File: src/rtl/mux_oht.sv
// One-hot select data multiplexer with registered outputs.
// Flat AND-OR or recursive SPLIT-ary tree; both give identical results, multi-hot included.

module mux_oht_tree #(
    parameter type         DAT_T = logic [8-1:0],
    parameter int unsigned WIDTH = 16,
    parameter int unsigned SPLIT = 4
) (
    input  logic [WIDTH-1:0] oht,
    input  DAT_T             ary [WIDTH-1:0],
    output logic             vld,
    output DAT_T             dat
);

    if (WIDTH <= SPLIT) begin : g_flat
        // Masking with AND keeps an X on an unselected entry out of the result.
        always_comb begin
            dat = '0;
            for (int unsigned i = 0; i < WIDTH; i++) begin
                dat = DAT_T'(dat | (ary[i] & {$bits(DAT_T){oht[i]}}));
            end
            vld = |oht;
        end
    end else begin : g_tree
        localparam int unsigned GW = (WIDTH + SPLIT - 1) / SPLIT;
        localparam int unsigned NG = (WIDTH + GW - 1) / GW;

        logic [NG-1:0] g_vld;
        DAT_T          g_dat [NG-1:0];

        for (genvar g = 0; g < NG; g++) begin : g_grp
            localparam int unsigned LO  = g * GW;
            localparam int unsigned GWD = ((WIDTH - LO) < GW) ? (WIDTH - LO) : GW;

            DAT_T sub_ary [GWD-1:0];

            for (genvar j = 0; j < GWD; j++) begin : g_map
                assign sub_ary[j] = ary[LO + j];
            end

            mux_oht_tree #(
                .DAT_T (DAT_T),
                .WIDTH (GWD),
                .SPLIT (SPLIT)
            ) u_sub (
                .oht (oht[LO +: GWD]),
                .ary (sub_ary),
                .vld (g_vld[g]),
                .dat (g_dat[g])
            );
        end

        // Group results are already masked, so the parent only ORs them.
        always_comb begin
            dat = '0;
            for (int unsigned i = 0; i < NG; i++) begin
                dat = DAT_T'(dat | g_dat[i]);
            end
            vld = |g_vld;
        end
    end

endmodule

module mux_oht #(
    parameter type         DAT_T          = logic [8-1:0],
    parameter int unsigned WIDTH          = 16,
    parameter int unsigned SPLIT          = 4,
    parameter int unsigned IMPLEMENTATION = 0
) (
    input  logic             clk,
    input  logic             rst,
    input  logic [WIDTH-1:0] oht,
    input  DAT_T             ary [WIDTH-1:0],
    output logic             vld,
    output DAT_T             dat
);

    logic vld_n;
    DAT_T dat_n;

    if (WIDTH < 1 || SPLIT < 2) begin : g_bad_geom
        $error("mux_oht: WIDTH must be >= 1 and SPLIT >= 2");
    end

    if (IMPLEMENTATION == 0) begin : g_impl_flat
        // A radix equal to WIDTH collapses the tree to a single flat level.
        mux_oht_tree #(
            .DAT_T (DAT_T),
            .WIDTH (WIDTH),
            .SPLIT (WIDTH)
        ) u_core (
            .oht (oht),
            .ary (ary),
            .vld (vld_n),
            .dat (dat_n)
        );
    end else if (IMPLEMENTATION == 1) begin : g_impl_tree
        mux_oht_tree #(
            .DAT_T (DAT_T),
            .WIDTH (WIDTH),
            .SPLIT (SPLIT)
        ) u_core (
            .oht (oht),
            .ary (ary),
            .vld (vld_n),
            .dat (dat_n)
        );
    end else begin : g_impl_bad
        $error("mux_oht: IMPLEMENTATION must be 0 or 1");
    end

    always_ff @(posedge clk or posedge rst) begin
        if (rst) begin
            vld <= 1'b0;
            dat <= '0;
        end else begin
            vld <= vld_n;
            dat <= dat_n;
        end
    end

endmodule

File: config.mk
export PLATFORM = sky130hd
export DESIGN_NAME = mux_oht
export DESIGN_NICKNAME = d
export VERILOG_FILES = /design/src/rtl/mux_oht.sv
export SDC_FILE = /design/constraint.sdc
export NUM_CORES = 1
export LEC_CHECK = 0
export ABC_CLOCK_PERIOD_IN_PS = 800
export BUFFER_PORTS_ARGS = -buffer_cell sky130_fd_sc_hd__clkbuf_2
export CORE_MARGIN = 5
export CORE_UTILIZATION = 30
export CTS_BUF_LIST = sky130_fd_sc_hd__clkbuf_8
export DETAILED_ROUTE_END_ITERATION = 8
export PLACE_DENSITY = 0.82
export SLEW_MARGIN = 20
export SYNTH_ARGS = -nofsm -noshare
export SYNTH_HDL_FRONTEND = slang
export SYNTH_HIERARCHICAL = 1
export SYNTH_SLANG_ARGS = --single-unit
File: constraint.sdc
create_clock -name clk -period 0.8 [get_ports clk]
set_input_delay 0.04 -clock clk [delete_from_list [all_inputs] [get_ports clk]]
set_output_delay 0.04 -clock clk [all_outputs]
set_load 0.05 [all_outputs]
==> results.md, run 1 <==
* Status: complete, but fails checks
* Failing checks: setup timing
* Post-DRT Antenna Nets at 0
* Unrepaired setup endpoints after global routing: true
* Cell count after synthesis at between 100 and 150
* Fmax at between 1000 and 1500 MHz
* Delay-heaviest family, CP: flip-flops
* Final-report max-slew violation count at 0
* Rows at 21
* PnR worst setup slack at -0.0445 ns
* CP endpoint kind: primary output
* Worst Path Required at 0.76 ns
* Largest area contributor in the synthesized netlist: a22o_1
* Post-Syn Nets at ~250
* Clock Path Buffers at 2
* Total global-route track usage at about a quarter
* Largest stage delay on the critical path at roughly 0.40 ns
* CTS Sinks at 9
* Register area share after synthesis at 22.0%
* DP Worst Slack at -0.337 ns
* Yosys reg bits at 9
* Max_slew headroom at 76.3%
* I/O pin count at 155
* Area share of the largest cell type after synthesis at 25.6%
* VDD IR max at 0.450 mV
* CTS Root Cell: clkbuf_8
* Initial DRC count at 86
* Hold Fails Final Rpt at 0
* Setup violations, final at 9
* Via Count at 1743
* CP bufs+invs at 1
* Setup Crit Path Kind: reg2out
* Critical Path AT at 0.80 ns
* CP Depth at 1
* Area contributors post-synth: a22o_1, a221oi_1, dfrtp_1
* Setup TNS at -0.199 ns
* Post-synth cell types at 12
* Dpl cell area at 0.00195 mm2
* P&R area growth vs syn at 120%
* Total setup buffers inserted after CTS at 0
* Port bufs at around 150
* Hold Path Sink: dat[5]$_DFF_PP0_
* Fill count at 304
* DR WL met2 at 3100 um
* Wire length per cell at ~18 um
* Hold crit path type: in2reg
* Drt total wl at 5910 um
* Die width at between 60 and 70 um
* GR Overflow Total at 0
* Clk slew on worst S/H paths at about 0.05 ns
* Initial antenna violation count at 0
* Lkg Pwr at 0.00117 uW
* Startpoint Class: flop
* Mapped Area at 0.00102 mm2
* Final nets at 423
* Slew @ Worst Pin at between 0.3 and 0.4 ns
* Gpl congestion at 0.915
* Max_cap viols at 0
* Antenna Cells at 0
* Fin util at 68.0%
* Layout cells sized above 1 at slightly below 80%
* H-tree depth at 1
* WL met3 at between 500 and 600 um
* Largest net degree at the start of global routing at 10
* Worst path slowest cell: dfrtp_1
* Top layer in use: met4
* Worst-path fanout max at 1
* Synth warn at 6
* Number of global-route vias before repair at 1813
* PwrDens at about 900 mW/mm2
* Crit share post-route at 106%
* Critical path cell sequence: buf_8
* Initial core utilization at between 30% and 40%
* Detailed Place HPWL at ~5000 um
* First-pass GRT wire length at roughly 8000 um
* HP Start: ary[101]
* Core box area at 0.00331 mm2
* Number of remaining DRC errors at 0
* TritonCTS clock tree: built
* Die area at around 0.0047 mm2
* Initial DRT Pass Iterations at 4
* Overall die height at approximately 70 um
* Syn_area_per_cell at about 9.9 um2
* Fin crit period at about 0.84 ns
* Total clock buffers created by CTS at 3
* Hold Slack at 0.0516 ns
* Final Instance Area at about 0.0023 mm2
* Worst hold path depth at 3
* DR vias/cell at ~5.4
* M1 WL at about 2200 um
==> Yosys cell counts <==
master	n
a22o_1	30
a221oi_1	29
buf_6	9
dfrtp_1	9
nand4_1	9
clkbuf_1	5
nor4_1	4
a221oi_2	3
a22o_2	2
buf_2	1
buf_4	1
inv_1	1
==> worst min-delay path, cell delays in order <==
cell	delay [ns]
clkbuf_2	0.08
a221oi_1	0.06
nand4_1	0.06
==> metrics by stage <==
stage                     std cells  total power (uW)
final                           322              2030
after global routing            322              2140
after CTS                       322              1970
after detailed placement        317              1380
after global placement          317              1370
after floorplan                 103               851
==> kinds of logic after synthesis <==
logic type             synth area share [%]
AO/OA/AOI/OAI                          56.8
buffers and inverters                  13.3
flip-flops                             22.0
AND/OR/NAND/NOR                        7.94
==> cell usage in the layout, fill, tap and decap left out <==
cell type / synthesis / routed
inv_1: 1 / 2
nor4_1: 4 / 4
dlygate4sd3_1: 0 / 1
a22o_1: 30 / 30
a22o_2: 2 / 2
buf_8: 0 / 9
a221oi_1: 29 / 5
nand4_1: 9 / 9
clkbuf_8: 0 / 3
a221oi_2: 3 / 26
buf_2: 1 / 4
a221oi_4: 0 / 1
clkbuf_2: 0 / 141
dfrtp_1: 9 / 9
buf_4: 1 / 30
==> metal layers <==
metal  vias to the layer above  track usage, %
li1                        826               -
met4                         0            5.71
met1                       800            28.5
met3                        10            5.58
met5                         -               0
met2                       107            43.3
==> where the power goes <==
part / switching (uW) / leakage (uW) / internal, uW
logic: 452 / 0.00107 / 594
registers: 3.62 / 0.0000792 / 461
clock network: 187 / 0.0000269 / 335
total: 643 / 0.00117 / 1390
==> cell type report <==
| class | count | area (um2) | area share (%) |
|---|---|---|---|
| Clock buffer | 3 | 41.3 | 1.83 |
| Timing Repair Buffer | 185 | 1100 | 48.7 |
| Sequential cell | 9 | 225 | 10.0 |
| Multi-Input combinational cell | 77 | 825 | 36.6 |
| Tap cell | 46 | 57.6 | 2.56 |
| Inverter | 1 | 3.75 | 0.167 |
| Clock inverter | 1 | 3.75 | 0.167 |
==> flip-flops by register name, summed over array words and instances (netlist names) <==
register / flops
dat: 8
vld: 1
==> worst max path at each step <==
stage,startpoint,endpoint,slack (ns)
4_1_cts,dat[3]$_DFF_PP0_,dat[3],-0.05
3_3_place_gp,oht[0],dat[1]$_DFF_PP0_,-0.30
2_1_floorplan,oht[11],dat[0]$_DFF_PP0_,0.005
6_report,dat[3]$_DFF_PP0_,dat[3],-0.04
5_1_grt,dat[3]$_DFF_PP0_,dat[3],-0.06
3_5_place_dp,oht[0],dat[1]$_DFF_PP0_,-0.34
==> repair_timing <==
| item | in CTS | in global routing |
|---|---|---|
| resized for setup | 32 | 24 |
| hold buffers | 1 | 0 |
| setup endpoints to repair | 15 | 16 |
| endpoints found under the hold margin | 9 | 0 |
| cloned | 0 | 0 |
(Power assumes the default switching activity.)
==> run 2: changes to the inputs <==
- SETUP_SLACK_MARGIN: default -> 0.15
==> run 2 against run 1 <==
The run still ends with setup timing left. Core utilization is 0.72 points higher. Sequential power hardly changed. Cell count is 5.6% lower. Combinational power hardly changed. Largest power group unchanged. Power is 0.19% higher. Worst hold slack worse by 0.0042 ns.
==> results.md, run 2 (synthesized netlist as in run 1, its figures left out) <==
* Most frequent cells in the layout: clkbuf_2, a221oi_2, a22o_1, buf_4, buf_8
* Startpoint Class: flop
* P&R area growth vs syn at 122%
* CP endpoint kind: primary output
* WL met3 at about 640 um
* Max_cap viols at 0
* Initial core utilization at between 30 and 40%
* Core box area at between 0.003 and 0.004 mm2
* Crit share post-route at 106%
* Number of flip-flops in the largest register at 8
* Worst path slowest cell: dfrtp_1
* Port bufs at 154
* Fill count at just under 300
* Clk slew on worst S/H paths at around 0.040 ns
* Fin crit period at around 0.84 ns
* Delay-heaviest family, CP: flip-flops
* Total power at between 2000 and 2500 uW
* Top layer in use: met4
* Largest stage delay on the critical path at around 0.40 ns
* PnR worst setup slack at -0.0449 ns
* Critical path cell sequence: buf_8
* M1 WL at 2150 um
* Final-report max-slew violation count at 0
* Via Count at approximately 1.6k
* Hold crit path type: in2reg
* TritonCTS clock tree: built
* Overall die height at slightly below 70 um
* Total global-route track usage at 23.3%
* Total setup buffers inserted after CTS at 0
* Drt total wl at 5920 um
* Initial DRT Pass Iterations at 4
* Die width at roughly 68 um
* Final nets at between 400 and 500
* Setup violations, final at 9
* Antenna Cells at 0
* Register area at about 230 um2
* CP bufs+invs at 1
* Lkg Pwr at 0.00114 uW
* Slew @ Worst Pin at approximately 0.35 ns
* Wire length per cell at 19.5 um
* Detailed Place HPWL at about 5100 um
* Top reg by flops: dat
* Biggest regs: dat x8, vld x1
* Status: complete, but fails checks
* Max_slew headroom at between 70 and 80%
* Hold Slack at between 0.04 and 0.05 ns
* I/O pin count at 155
* GR Overflow Total at 0
* DR vias/cell at between 5 and 6
* Commonest non-fill, non-tap cell in the layout: clkbuf_2
* Number of remaining DRC errors at 0
* Total clock buffers created by CTS at 3
* VDD IR max at around 0.46 mV
* CTS Sinks at 9
* DP Worst Slack at -0.161 ns
* Footprint of the multi-input gates at between 800 and 900 um2
* H-tree depth at 1
* Worst-path fanout max at 1
* Die area at 0.00468 mm2
* First-pass GRT wire length at a little under 8000 um
* Initial antenna violation count at 0
* Layout cells sized above 1 at 79.8%
* Setup Crit Path Kind: reg2out
* Worst Path Required at around 0.76 ns
* Final Instance Area at 0.00228 mm2
* Hold Fails Final Rpt at 0
* Fmax at between 1000 and 1500 MHz
* Post-DRT Antenna Nets at 0
* Dpl cell area at 0.00200 mm2
* Gpl congestion at 0.862
* Critical Path AT at around 0.8 ns
* Number of global-route vias before repair at approximately 1.6k
* PwrDens at 895 mW/mm2
* Fin util at roughly 69%
* Failing checks: setup timing
* Rows at 21
* DR WL met2 at around 3100 um
* Clock Path Buffers at 2
* Unrepaired setup endpoints after global routing: true
* Largest net degree at the start of global routing at 10
* Initial DRC count at between 70 and 80
* CTS Root Cell: clkbuf_8
==> run 2: power by group <==
| group | switching, uW | total, uW | internal, uW |
|---|---|---|---|
| Sequential | 3.23 | 464 | 461 |
| Clock | 190 | 525 | 335 |
| Combinational | 456 | 1050 | 590 |
==> run 2: through the flow <==
step / TNS, ns / instances
2_1_floorplan: 0 / 103
3_3_place_gp: -1.04 / 298
3_5_place_dp: -1.03 / 298
4_1_cts: -0.200 / 304
5_1_grt: -0.311 / 304
6_report: -0.141 / 304
==> run 2: area by class of cell <==
| class | instances | share of cell area [%] |
|---|---|---|
| Timing Repair Buffer | 167 | 46.6 |
| Multi-Input combinational cell | 77 | 38.8 |
| Sequential cell | 9 | 9.90 |
| Clock buffer | 3 | 1.81 |
| Tap cell | 46 | 2.53 |
| Inverter | 1 | 0.165 |
| Clock inverter | 1 | 0.165 |
==> run 2: path summary, 6_finish.rpt <==
path | startpoint | endpoint | slack (ns) | depth (start not counted)
min in group asynchronous | rst | dat[4]$_DFF_PP0_ | 0.29 | 3
setup / recovery | dat[5]$_DFF_PP0_ | dat[5] | -0.04 | 1
hold / removal | ary[99] | dat[3]$_DFF_PP0_ | 0.05 | 3
max in group asynchronous | rst | dat[5]$_DFF_PP0_ | 0.25 | 3
==> run 2: what timing repair did <==
action,4_1_cts,5_1_grt
hold endpoints to repair,9,0
resized for setup,30,26
pin swaps,9,14
setup endpoints to repair,17,18
hold buffers,1,0
gates cloned,1,0
==> run 2: routing by layer <==
metal | up-vias | global-route usage (%)
met1 | 748 | 27.8
li1 | 790 | -
met2 | 97 | 40.0
met4 | 0 | 4.22
met3 | 6 | 8.37
met5 | - | 0
